### src/rtl/queue_uart_tx_if.sv
// Read-side handshake of the byte output queue: data-present flag, head word and pop strobe.
// The master side drains the queue; the slave side is the queue itself.
interface queue_uart_tx_if #(
  parameter int BITSIZE = 8
);
  logic               df;
  logic [BITSIZE-1:0] dout;
  logic               pop;

  modport master (output pop, input df, input dout);
  modport slave  (input pop, output df, output dout);
endinterface

### src/rtl/queue_uart_tx.sv
// Drains the byte output queue one entry at a time and serialises each word as an
// 8N1/8N2 UART frame, LSB first, at CLKDIV clocks per bit.
module queue_uart_tx #(
  parameter int BITSIZE  = 8,
  parameter int CLKDIV   = 868,
  parameter int STOPBITS = 1
) (
  input  logic                   clk,
  input  logic                   rstn,
  input  logic                   en,
  queue_uart_tx_if.master        q,
  output logic                   txd,
  output logic                   busy
);

  localparam int CW = $clog2(CLKDIV);
  localparam int BW = $clog2(BITSIZE + 1);

  localparam logic [CW-1:0] CNT_ZERO  = {CW{1'b0}};
  localparam logic [CW-1:0] CNT_ONE   = CW'(1);
  localparam logic [CW-1:0] CNT_LAST  = CW'(CLKDIV - 1);
  localparam logic [BW-1:0] BIT_ZERO  = {BW{1'b0}};
  localparam logic [BW-1:0] BIT_ONE   = BW'(1);
  localparam logic [BW-1:0] BIT_LAST  = BW'(BITSIZE - 1);
  localparam logic [BW-1:0] STOP_LAST = BW'(STOPBITS - 1);

  typedef enum logic [2:0] {
    IDLE  = 3'd0,
    LOAD  = 3'd1,
    START = 3'd2,
    DATA  = 3'd3,
    STOP  = 3'd4
  } state_t;

  state_t             state_r, state_s;
  logic [CW-1:0]      cnt_r, cnt_s;
  logic [BW-1:0]      bit_r, bit_s;
  logic [BITSIZE-1:0] shift_r, shift_s;
  logic               txd_r, txd_s;
  logic               pop_r, pop_s;
  logic               busy_r, busy_s;

  assign q.pop = pop_r;
  assign txd   = txd_r;
  assign busy  = busy_r;

  // State and output registers; reset drops the line high at once, even mid-frame.
  always_ff @(posedge clk or negedge rstn) begin
    if (!rstn) begin
      state_r <= IDLE;
      cnt_r   <= CNT_ZERO;
      bit_r   <= BIT_ZERO;
      shift_r <= {BITSIZE{1'b0}};
      txd_r   <= 1'b1;
      pop_r   <= 1'b0;
      busy_r  <= 1'b0;
    end else begin
      state_r <= state_s;
      cnt_r   <= cnt_s;
      bit_r   <= bit_s;
      shift_r <= shift_s;
      txd_r   <= txd_s;
      pop_r   <= pop_s;
      busy_r  <= busy_s;
    end
  end

  // Next-state and next-output logic; bit_r counts data bits, then stop bits.
  always_comb begin
    state_s = state_r;
    cnt_s   = cnt_r;
    bit_s   = bit_r;
    shift_s = shift_r;
    txd_s   = txd_r;
    pop_s   = 1'b0;
    busy_s  = busy_r;
    case (state_r)
      IDLE: begin
        txd_s = 1'b1;
        // DO is captured on the same edge that raises POP, before the head advances.
        if (q.df && en) begin
          shift_s = q.dout;
          pop_s   = 1'b1;
          busy_s  = 1'b1;
          state_s = LOAD;
        end else begin
          busy_s  = 1'b0;
        end
      end
      LOAD: begin
        txd_s   = 1'b0;
        cnt_s   = CNT_ZERO;
        bit_s   = BIT_ZERO;
        state_s = START;
      end
      START: begin
        if (cnt_r == CNT_LAST) begin
          cnt_s   = CNT_ZERO;
          bit_s   = BIT_ZERO;
          txd_s   = shift_r[0];
          state_s = DATA;
        end else begin
          cnt_s   = cnt_r + CNT_ONE;
        end
      end
      DATA: begin
        if (cnt_r == CNT_LAST) begin
          cnt_s = CNT_ZERO;
          if (bit_r == BIT_LAST) begin
            bit_s   = BIT_ZERO;
            txd_s   = 1'b1;
            state_s = STOP;
          end else begin
            shift_s = shift_r >> 1'b1;
            txd_s   = shift_s[0];
            bit_s   = bit_r + BIT_ONE;
          end
        end else begin
          cnt_s = cnt_r + CNT_ONE;
        end
      end
      STOP: begin
        if (cnt_r == CNT_LAST) begin
          cnt_s = CNT_ZERO;
          if (bit_r == STOP_LAST) begin
            bit_s   = BIT_ZERO;
            busy_s  = 1'b0;
            state_s = IDLE;
          end else begin
            bit_s   = bit_r + BIT_ONE;
          end
        end else begin
          cnt_s = cnt_r + CNT_ONE;
        end
      end
      default: begin
        state_s = IDLE;
        txd_s   = 1'b1;
        pop_s   = 1'b0;
        busy_s  = 1'b0;
      end
    endcase
  end

endmodule

### src/flat_wrapper.sv
// flat-port wrapper written by rule: the top's interface ports become plain ports
module queue_uart_tx_flat 
#(
  parameter int BITSIZE  = 8,
  parameter int CLKDIV   = 868,
  parameter int STOPBITS = 1
)
  (clk, rstn, en, txd, busy, q_pop, q_df, q_dout);
  queue_uart_tx_if #(.BITSIZE(BITSIZE)) q_i ();
  input  logic clk;
  input  logic rstn;
  input  logic en;
  output logic txd;
  output logic busy;
  output wire logic [$bits(q_i.pop)-1:0] q_pop;
  input wire logic [$bits(q_i.df)-1:0] q_df;
  input wire logic [$bits(q_i.dout)-1:0] q_dout;
  assign q_pop = q_i.pop;
  assign q_i.df = q_df;
  assign q_i.dout = q_dout;
  queue_uart_tx #(.BITSIZE(BITSIZE), .CLKDIV(CLKDIV), .STOPBITS(STOPBITS)) u_core (.clk(clk), .rstn(rstn), .en(en), .q(q_i), .txd(txd), .busy(busy));
endmodule
### config.mk
export PLATFORM = sky130hd
export DESIGN_NAME = queue_uart_tx_flat
export DESIGN_NICKNAME = d
export VERILOG_FILES = /design/src/rtl/queue_uart_tx_if.sv /design/src/rtl/queue_uart_tx.sv /design/src/flat_wrapper.sv
export SDC_FILE = /design/constraint.sdc
export NUM_CORES = 1
export LEC_CHECK = 0
export ABC_AREA = 1
export CAP_MARGIN = 10
export CORE_MARGIN = 5
export CORE_UTILIZATION = 57
export CTS_CLUSTER_SIZE = 16
export DETAILED_ROUTE_END_ITERATION = 16
export GPL_TIMING_DRIVEN = 0
export PLACE_DENSITY = 0.8
export SYNTH_ARGS = -nofsm -noshare
export SYNTH_HDL_FRONTEND = slang
export SYNTH_SLANG_ARGS = --single-unit
### constraint.sdc
create_clock -name clk -period 1.6 [get_ports clk]
set_input_delay 0.32 -clock clk [delete_from_list [all_inputs] [get_ports clk]]
set_output_delay 0.32 -clock clk [all_outputs]
set_load 0.02 [all_outputs]
# Word-level counts from Yosys, hierarchy flattened
# Cells that the tools add are included.
[word_totals] register_bits=28 inputBits=12 output_inout_bits=3 word_cells=65
[classes] eq_ne=13 addsub=2 n_reduce_logical=13 bitwise_logic=2 mux=28
[ops] operator="8-bit 2-to-1 mux" count=3
[ops] operator="4-bit 2-to-1 mux" count=5
[ops] operator="10-bit case mux with 2 select lines" count=1
[ops] operator="3-bit 2-to-1 mux" count=6
[ops] operator="4-bit case mux with 4 select lines" count=1
[ops] operator="8-bit case mux with 2 select lines" count=1
[ops] operator="3-bit case mux with 5 select lines" count=1
[ops] operator="2-bit by 1-bit != test with 1-bit output (second input constant)" count=6
[ops] operator="10-bit by 1-bit adder with 10-bit output (second input constant)" count=1
[ops] operator="10-bit equality test (second input constant)" count=1
[ops] operator="10-bit 2-to-1 mux" count=1
[ops] operator="4-bit AND reduction" count=2
[ops] operator="1-bit 2-to-1 mux" count=7
[ops] operator="3-bit by 2-bit equality test with 1-bit output (second input constant)" count=2
[ops] operator="3-bit AND reduction" count=2
[ops] operator="6-bit AND reduction" count=1
[ops] operator="3-bit OR reduction" count=2
[ops] operator="4-bit by 1-bit adder with 4-bit output (second input constant)" count=1
[ops] operator="4-bit by 3-bit equality test with 1-bit output (second input constant)" count=1
[ops] operator="4-bit logical NOT" count=1
[ops] operator="1-bit case mux with 4 select lines" count=1
[ops] operator="2-bit nonzero test" count=2
[ops] operator="4-bit nonzero test" count=1
[ops] operator="3-bit by 1-bit equality test with 1-bit output (second input constant)" count=1
[ops] operator="other kinds (6)" count=7

# Longest topological paths before layout
# Gate-level depths: netlist of run 1.
[depth] depth_word=4 depth_mapped=9

# Least setup slack after synthesis of run 1
# OpenSTA, ideal clock, no wires.
[synth_timing] path_kind="register -> register" start="register u_core.cnt_r[0]" end="register u_core.state_r[1]" arrival_time_ps=1312 path_stages_with_launch=10 required_ps=1483 synth_period_minus_slack_ps=1429 slack_ps=171 cell_sequence="dfrtp_1 -> ha_1 -> nand2_1 -> nor2_1 -> nand4_2 -> nand2_2 -> buf_6 -> nand2_2 -> nand2_1 -> nand2_1"
[synth_between] elab_chain_len=3 elab_cells_between_ends=5
[synth_lines] element="from (decl)" line_no="queue_uart_tx.sv:36" text="logic [CW-1:0] cnt_r, cnt_s;"
[synth_lines] element="from (signal assigned)" line_no="queue_uart_tx.sv:59" text="cnt_r <= cnt_s;"
[synth_lines] element="10-bit equality test *" line_no="queue_uart_tx.sv:97, queue_uart_tx.sv:107, queue_uart_tx.sv:123"
[synth_lines] element="2-bit by 1-bit != test with 1-bit output (no source line)"
[synth_lines] element="6-bit AND reduction (no source line) *"
[synth_lines] element="to (signal assigned)" line_no="queue_uart_tx.sv:58" text="state_r <= state_s;"
[synth_lines] element="to (decl)" line_no="queue_uart_tx.sv:35" text="state_t state_r, state_s;"
# Every way passes the cells marked *; elsewhere a longest branch is shown, timed or not.
# A chain may end at the register's enable or synchronous reset.

# Worst setup path in the final report of run 1
[layout_timing] start="register u_core.txd_r, in the netlist u_core.txd" end="output txd"
[layout_lines] element="from (decl)" line_no="queue_uart_tx.sv:39" text="logic txd_r, txd_s;"
[layout_lines] element="from (signal assigned)" line_no="queue_uart_tx.sv:62" text="txd_r <= txd_s;"
[layout_lines] element="to (decl)" line_no="flat_wrapper.sv:13" text="output logic txd;"
# No word-level cell between the ends.

==> metrics.cfg, run 1 <==
[status]
status = completed

[logic_synthesis]
syn_area_per_cell_um2 = 7.00
synth_top_family_by_area = simple AND/OR/NAND/NOR gates
synth_compound_gate_area_share = 0.0521
yosys.area.top_type = dfrtp_1
synthAdderAreaFrac = 0.0223
synth_top_cell_area_share = 0.402
ys.warnings.count = 0
synth_area_um2 = 1680
synth_area_leaders = dfrtp_1 (40%), nand2_1 (23%), nand3_1 (9.5%), inv_1 (4.0%), nor2_1 (3.6%)
muxShareOfSynthArea = 0
synth-xor-area-share = 0.00521
synthSimpleGateAreaFrac = 0.444
synth.yosys.seq_area_share = 0.418
syn_inst = 240
synth_nets = 255
ys_ff_latch = 28
synthDistinctLibCells = 29

[worst_setup_path]
crit_chain = dlygate4sd2_1
r2r_slack_ns = 0.07
crit_path_max_incr_delay_ns = 0.56
r2r-start = u_core.cnt_r[1]
slowest_stage = dfstp_2
path_delay_family = flip-flops
cp-end-kind = primary output
crit_fanout = 2
critical_path_class = flip-flop to primary output
start_kind = flip-flop
r2r_cells = 9
crit_arrival_ns = 1.22
rr_endpoint = u_core.state_r[1]
worstPathRequired_ns = 1.28
crit_buf_inv = 1

[layout]
num_antenna_cells = 0
drive_above_1_share = 0.132
layout_common_cells = nand2_1 (101), nand3_1 (31), dfrtp_1 (24)
final_util = 0.724
final_cell_count_no_fill = 296
area.growth.synth_to_final_pct = 19.9
layout_commonest_cell = nand2_1
nNetsFinal = 281

[detailed_routing]
vias = 1595
ant_nets = 0
vias_per_cell = 5.39
drtIter0Drc = 94
wl_per_cell_um = 12.5
first_pass_iters = 4
drt-total-wl_um = 3710
drc = 0

[clocking]
hold_buffers = 0
clk_pin_slew_ns = 0.16
ctsLongestPathBuffers = 2
htree_num_levels = 1
cts-root-buf = clkbuf_4
cts_tree = built
cts_num_sinks = 28
numCtsBuffers = 3
worstSkewPairLatency_ns = 0.33

[timing]
slew_viol_final = 0
hold_violations = 0
max_freq_ghz = 0.650
worst_slew_pin_slew_ns = 0.594
rsz0062_at_grt = yes
fin_crit_sh = 0.961
hold_ws_ns = 0.338
slew_headroom = 0.603
fin_worst_skew_ns = 0.00540
finalSetupViolCount = 0
fin_crit_ns = 1.54

[floorplanning]
die_w_um = 64.3
initial_core_util = 0.604
die_area_um2 = 4130
core_area_um2 = 2780
fp.dieH_um = 64.3
floorplan.rows = 19
io_pins = 15

[global_routing]
track_usage = 0.190
grt_pass1_vias = 1431
grt_max_degree = 19
antenna_found_initial = 0
grt_pass1_wl_um = 6490
grt_overflow = 0

[power_and_ir_drop]
powerDensity_nw_per_um2 = 557
p_leak_nw = 1.05
vdd_ir_drop_max_uv = 485

[place]
gp_congestion = 0.863
io_buffers = 14
dp_hpwl_um = 2640
dp_cells = 286

[hold_path]
min_path_type = input port to async pin

[run]
max-cap-violations = 0

[worst max path at each step]
| stage | from | endpoint | slack [ns] | depth (start not counted) |
|---|---|---|---|---|
| after global routing | u_core.bit_r[0] | u_core.state_r[0] | -0.02 | 8 |
| after floorplan | u_core.cnt_r[0] | u_core.state_r[1] | 0.17 | 9 |
| after CTS | u_core.cnt_r[1] | u_core.bit_r[1] | 0.003 | 8 |
| after detailed placement | u_core.cnt_r[0] | u_core.state_r[1] | -0.07 | 9 |
| final | u_core.txd | txd | 0.06 | 1 |
| after global placement | rstn | u_core.busy | -0.25 | 1 |
[registers in the layout, summed over array words and instances (netlist names)]
register and cells:
u_core.bit_r 4, u_core.busy 1, u_core.cnt_r 10, u_core.q.pop 1, u_core.shift_r 8, u_core.state_r 3, u_core.txd 1
[logic make-up (layout without fill, tap and decap cells)]
family,count (synthesis),after routing
and+or+nand+nor,170,170
AOI/OAI and AO/OA,15,15
DFF,28,28
buffers and inverters,23,48
adders and majority gates,3,3
xor gates and xnor gates,1,1
[cells in the mapped netlist]
library cell and number:
nand2_1 103, nand3_1 32, dfrtp_1 27, inv_1 18, nor2_1 16, a21oi_1 5
nand4_1 5, nand2_2 4, ha_1 3, nand3b_1 3, o21ai_0 3, a31oi_1 2
o21ai_1 2, o21ai_2 2, and2_1 1, buf_2 1, buf_4 1, buf_6 1
clkbuf_1 1, dfstp_2 1, inv_2 1, nand2_4 1, nand4_2 1, nor2_2 1
nor2_4 1, nor3_1 1, nor3b_1 1, o31ai_1 1, xor2_1 1
[cell type report]
| class | count | area (um2) |
|---|---|---|
| plain buffers | 4 | 30.0 |
| clock buffers | 4 | 36.3 |
| fillers | 226 | 767 |
| inverters | 19 | 71.3 |
| multi-input cells | 189 | 926 |
| flip-flops and latches | 28 | 706 |
| well taps | 31 | 38.8 |
| repair buffers | 21 | 206 |
[layer usage]
metal  GRT usage  wire length [um]  vias to the layer above
met4      0.0509                43                        0
met1       0.283              1740                      732
met2       0.287              1790                       35
met3      0.0280               129                        6
li1            -                 -                      822
met5           0                 0                        -
[report_power, final]
part,total (mW),internal (mW),switching [mW]
combinational,0.0560,0.0335,0.0224
clock,0.358,0.139,0.218
sequential,0.708,0.708,0
total,1.12,0.881,0.241
[metrics by stage]
step	setup TNS, ns	setup slack [ns]	instance area, um2	power, mW
2_1_floorplan	0	0.171	1680	0.728
3_3_place_gp	-7.23	-0.246	1860	0.770
3_5_place_dp	-0.762	-0.0700	1890	0.778
6_report	0	0.0623	2010	1.12
4_1_cts	0	0.00285	1940	1.13
5_1_grt	-0.0610	-0.0184	2010	1.17
[what timing repair did]
| item | CTS | global route |
|---|---|---|
| pin swaps | 0 | 2 |
| buffers inserted | 2 | 3 |
| endpoints found under the setup margin | 20 | 18 |
| gates cloned | 0 | 1 |
| resized for setup | 6 | 12 |
(Power assumes the default switching activity.)
==> run 2: changes to the inputs <==
--- a/config.mk
+++ b/config.mk
@@ -11,8 +11,10 @@
 export CORE_UTILIZATION = 57
 export CTS_CLUSTER_SIZE = 16
 export DETAILED_ROUTE_END_ITERATION = 16
+export GPL_ROUTABILITY_DRIVEN = 0
 export GPL_TIMING_DRIVEN = 0
 export PLACE_DENSITY = 0.8
 export SYNTH_ARGS = -nofsm -noshare
 export SYNTH_HDL_FRONTEND = slang
 export SYNTH_SLANG_ARGS = --single-unit
+export TNS_END_PERCENT = 1
==> run 2 against run 1 <==
Design area decreased by 0.75%. Count of clock-buffer cells in the layout unchanged. Total power about the same. Worst setup slack improved by 0.00085 ns. Cell count decreased by 0.68%. Sequential power about the same. Sequential share of layout area increased by 0.26 points. Combinational power about the same. Via count decreased by 1.3%. Critical path type unchanged. First-iteration DRC count increased by 7.4%. Highest routed layer unchanged.
==> metrics.cfg, run 2 (synthesis gave the netlist of run 1 again) <==
[status]
status = completed

[hold_path]
min_path_type = input port to async pin

[detailed_routing]
vias_per_cell = 5.36  ; -0.58%
drt-total-wl_um = 3690  ; -0.38%
drtIter0Drc = 101  ; +7.4%
first_pass_iters = 4  ; unchanged
drc = 0  ; unchanged
vias = 1575  ; -1.3%
wl_per_cell_um = 12.6  ; +0.30%
ant_nets = 0  ; unchanged

[layout]
area.growth.synth_to_final_pct = 19.0
layout_commonest_cell = nand2_1
layout_common_cells = nand2_1 (100), nand3_1 (31), dfrtp_1 (24)
final_cell_count_no_fill = 294  ; -0.68%
num_antenna_cells = 0  ; unchanged
top_regs = u_core.cnt_r x10, u_core.shift_r x8, u_core.bit_r x4
drive_above_1_share = 0.129  ; -0.00280
largest_reg_flops = 10  ; unchanged
top_register = u_core.cnt_r
nNetsFinal = 279  ; -0.71%
final_util = 0.719  ; -0.00540

[worst_setup_path]
crit_buf_inv = 1  ; unchanged
crit_fanout = 2  ; unchanged
start_kind = flip-flop
slowest_stage = dfstp_2
crit_path_max_incr_delay_ns = 0.56  ; about the same
crit_chain = dlygate4sd2_1
cp-end-kind = primary output
worstPathRequired_ns = 1.28  ; about the same
critical_path_class = flip-flop to primary output
path_delay_family = flip-flops
crit_arrival_ns = 1.22  ; about the same

[power_and_ir_drop]
internal_power_uw = 881  ; about the same
p_seq_frac = 0.631  ; about the same
p_leak_nw = 1.04  ; -0.96%
power.switching_uw = 241  ; about the same
vdd_ir_drop_max_uv = 494  ; +1.7%
combinationalPowerShare = 0.050  ; about the same
swShare = 0.215  ; about the same
powerDensity_nw_per_um2 = 561  ; +0.77%
p_clk_frac = 0.319  ; about the same

[global_routing]
gr-usage-met1 = 0.281  ; -0.00220
antenna_found_initial = 0  ; unchanged
grt_overflow = 0  ; unchanged
use_met3 = 0.0280  ; unchanged
track_usage = 0.188  ; -0.00181
grt_pass1_wl_um = 6420  ; -1.1%
met2_usage = 0.284  ; -0.00373
busiest_layer = met2
grt_pass1_vias = 1396  ; -2.4%
grt_max_degree = 19  ; unchanged

[clocking]
clk_pin_slew_ns = 0.16  ; about the same
hold_buffers = 0  ; unchanged
cts-root-buf = clkbuf_4
cts_num_sinks = 28  ; unchanged
worstSkewPairLatency_ns = 0.33  ; about the same
htree_num_levels = 1  ; unchanged
cts_tree = built
ctsLongestPathBuffers = 2  ; unchanged
numCtsBuffers = 3  ; unchanged

[floorplanning]
fp.dieH_um = 64.3  ; unchanged
die_area_um2 = 4130  ; unchanged
die_w_um = 64.3  ; unchanged
initial_core_util = 0.604  ; unchanged
core_area_um2 = 2780  ; unchanged
floorplan.rows = 19  ; unchanged
io_pins = 15  ; unchanged

[timing]
worst_slew_pin_slew_ns = 0.600  ; +0.00539 ns
max_freq_ghz = 0.651  ; about the same
finalSetupViolCount = 0  ; unchanged
fin_crit_sh = 0.961  ; about the same
slew_headroom = 0.599  ; -0.00360
rsz0062_at_grt = yes
hold_violations = 0  ; unchanged
fin_worst_skew_ns = 0.00182  ; -0.00358 ns
slew_viol_final = 0  ; unchanged
fin_crit_ns = 1.54  ; -0.000849 ns
hold_ws_ns = 0.342  ; +0.00404 ns

[place]
io_buffers = 14  ; unchanged
dp_cells = 286  ; unchanged
dp_hpwl_um = 2640  ; unchanged

[run]
max-cap-violations = 0  ; unchanged

run 2: changes by cell type in the layout (fill, tap and decap cells not counted):
cell,before,now
clkbuf_4,3,4
nand2_2,5,7
buf_4,7,5
nand2_4,2,1
nand2_1,101,100
buf_2,1,0
run 2: metal layers:
| metal | wire [um] | vias to the layer above |
|---|---|---|
| met1 | 1730 | 716 |
| met2 | 1800 | 36 |
| met3 | 129 | 5 |
| li1 | - | 818 |
| met5 | 0 | - |
| met4 | 31 | 0 |
run 2: worst reg2reg max path: cells and delay by family (launching register included):
family,cells,cell delay [ns]
simple gates,7,0.80
fa+ha+maj,1,0.21
flops,1,0.44
run 2: repair_timing:
item,4_1_cts,5_1_grt
pin swaps,0,1
setup buffers,0,4
setup endpoints to repair,20,19
resized for setup,6,11
run 2: path summary, 6_finish.rpt:
| check | from | end | slack (ns) | cells after the start |
|---|---|---|---|---|
| worst max-delay path | u_core.txd | txd | 0.06 | 1 |
| worst min-delay path | rstn | u_core.bit_r[0] | 0.34 | 1 |
| worst max register to register | u_core.bit_r[0] | u_core.state_r[1] | 0.08 | 8 |
| worst min register to register | u_core.txd | u_core.txd | 0.47 | 2 |
| max in group asynchronous | rstn | u_core.txd | 0.68 | 2 |
| min in group clk | u_core.txd | u_core.txd | 0.47 | 2 |
run 2: power groups by stage:
stage	logic, mW	registers (mW)	clock network (mW)
6_report	0.0562	0.708	0.358
5_1_grt	0.0629	0.708	0.398
4_1_cts	0.0573	0.708	0.364
3_5_place_dp	0.0569	0.721	0
3_3_place_gp	0.0491	0.721	0
2_1_floorplan	0.00716	0.721	0
run 2: area by class of cell:
| class | instances | area, um2 |
|---|---|---|
| multi-input cells | 189 | 923 |
| clock buffers | 4 | 36.3 |
| fillers | 231 | 782 |
| repair buffers | 19 | 194 |
| flip-flops and latches | 28 | 706 |
| plain buffers | 4 | 30.0 |
| well taps | 31 | 38.8 |
| inverters | 19 | 71.3 |
run 2: through the flow:
step	setup TNS (ns)	instance area, um2	power, mW	setup slack [ns]
after floorplan	0	1680	0.728	0.171
after detailed placement	-0.762	1890	0.778	-0.0700
after global placement	-7.23	1860	0.770	-0.246
final	0	2000	1.12	0.0632
after CTS	-0.102	1930	1.13	-0.0186
after global routing	-0.0497	2000	1.17	-0.0184
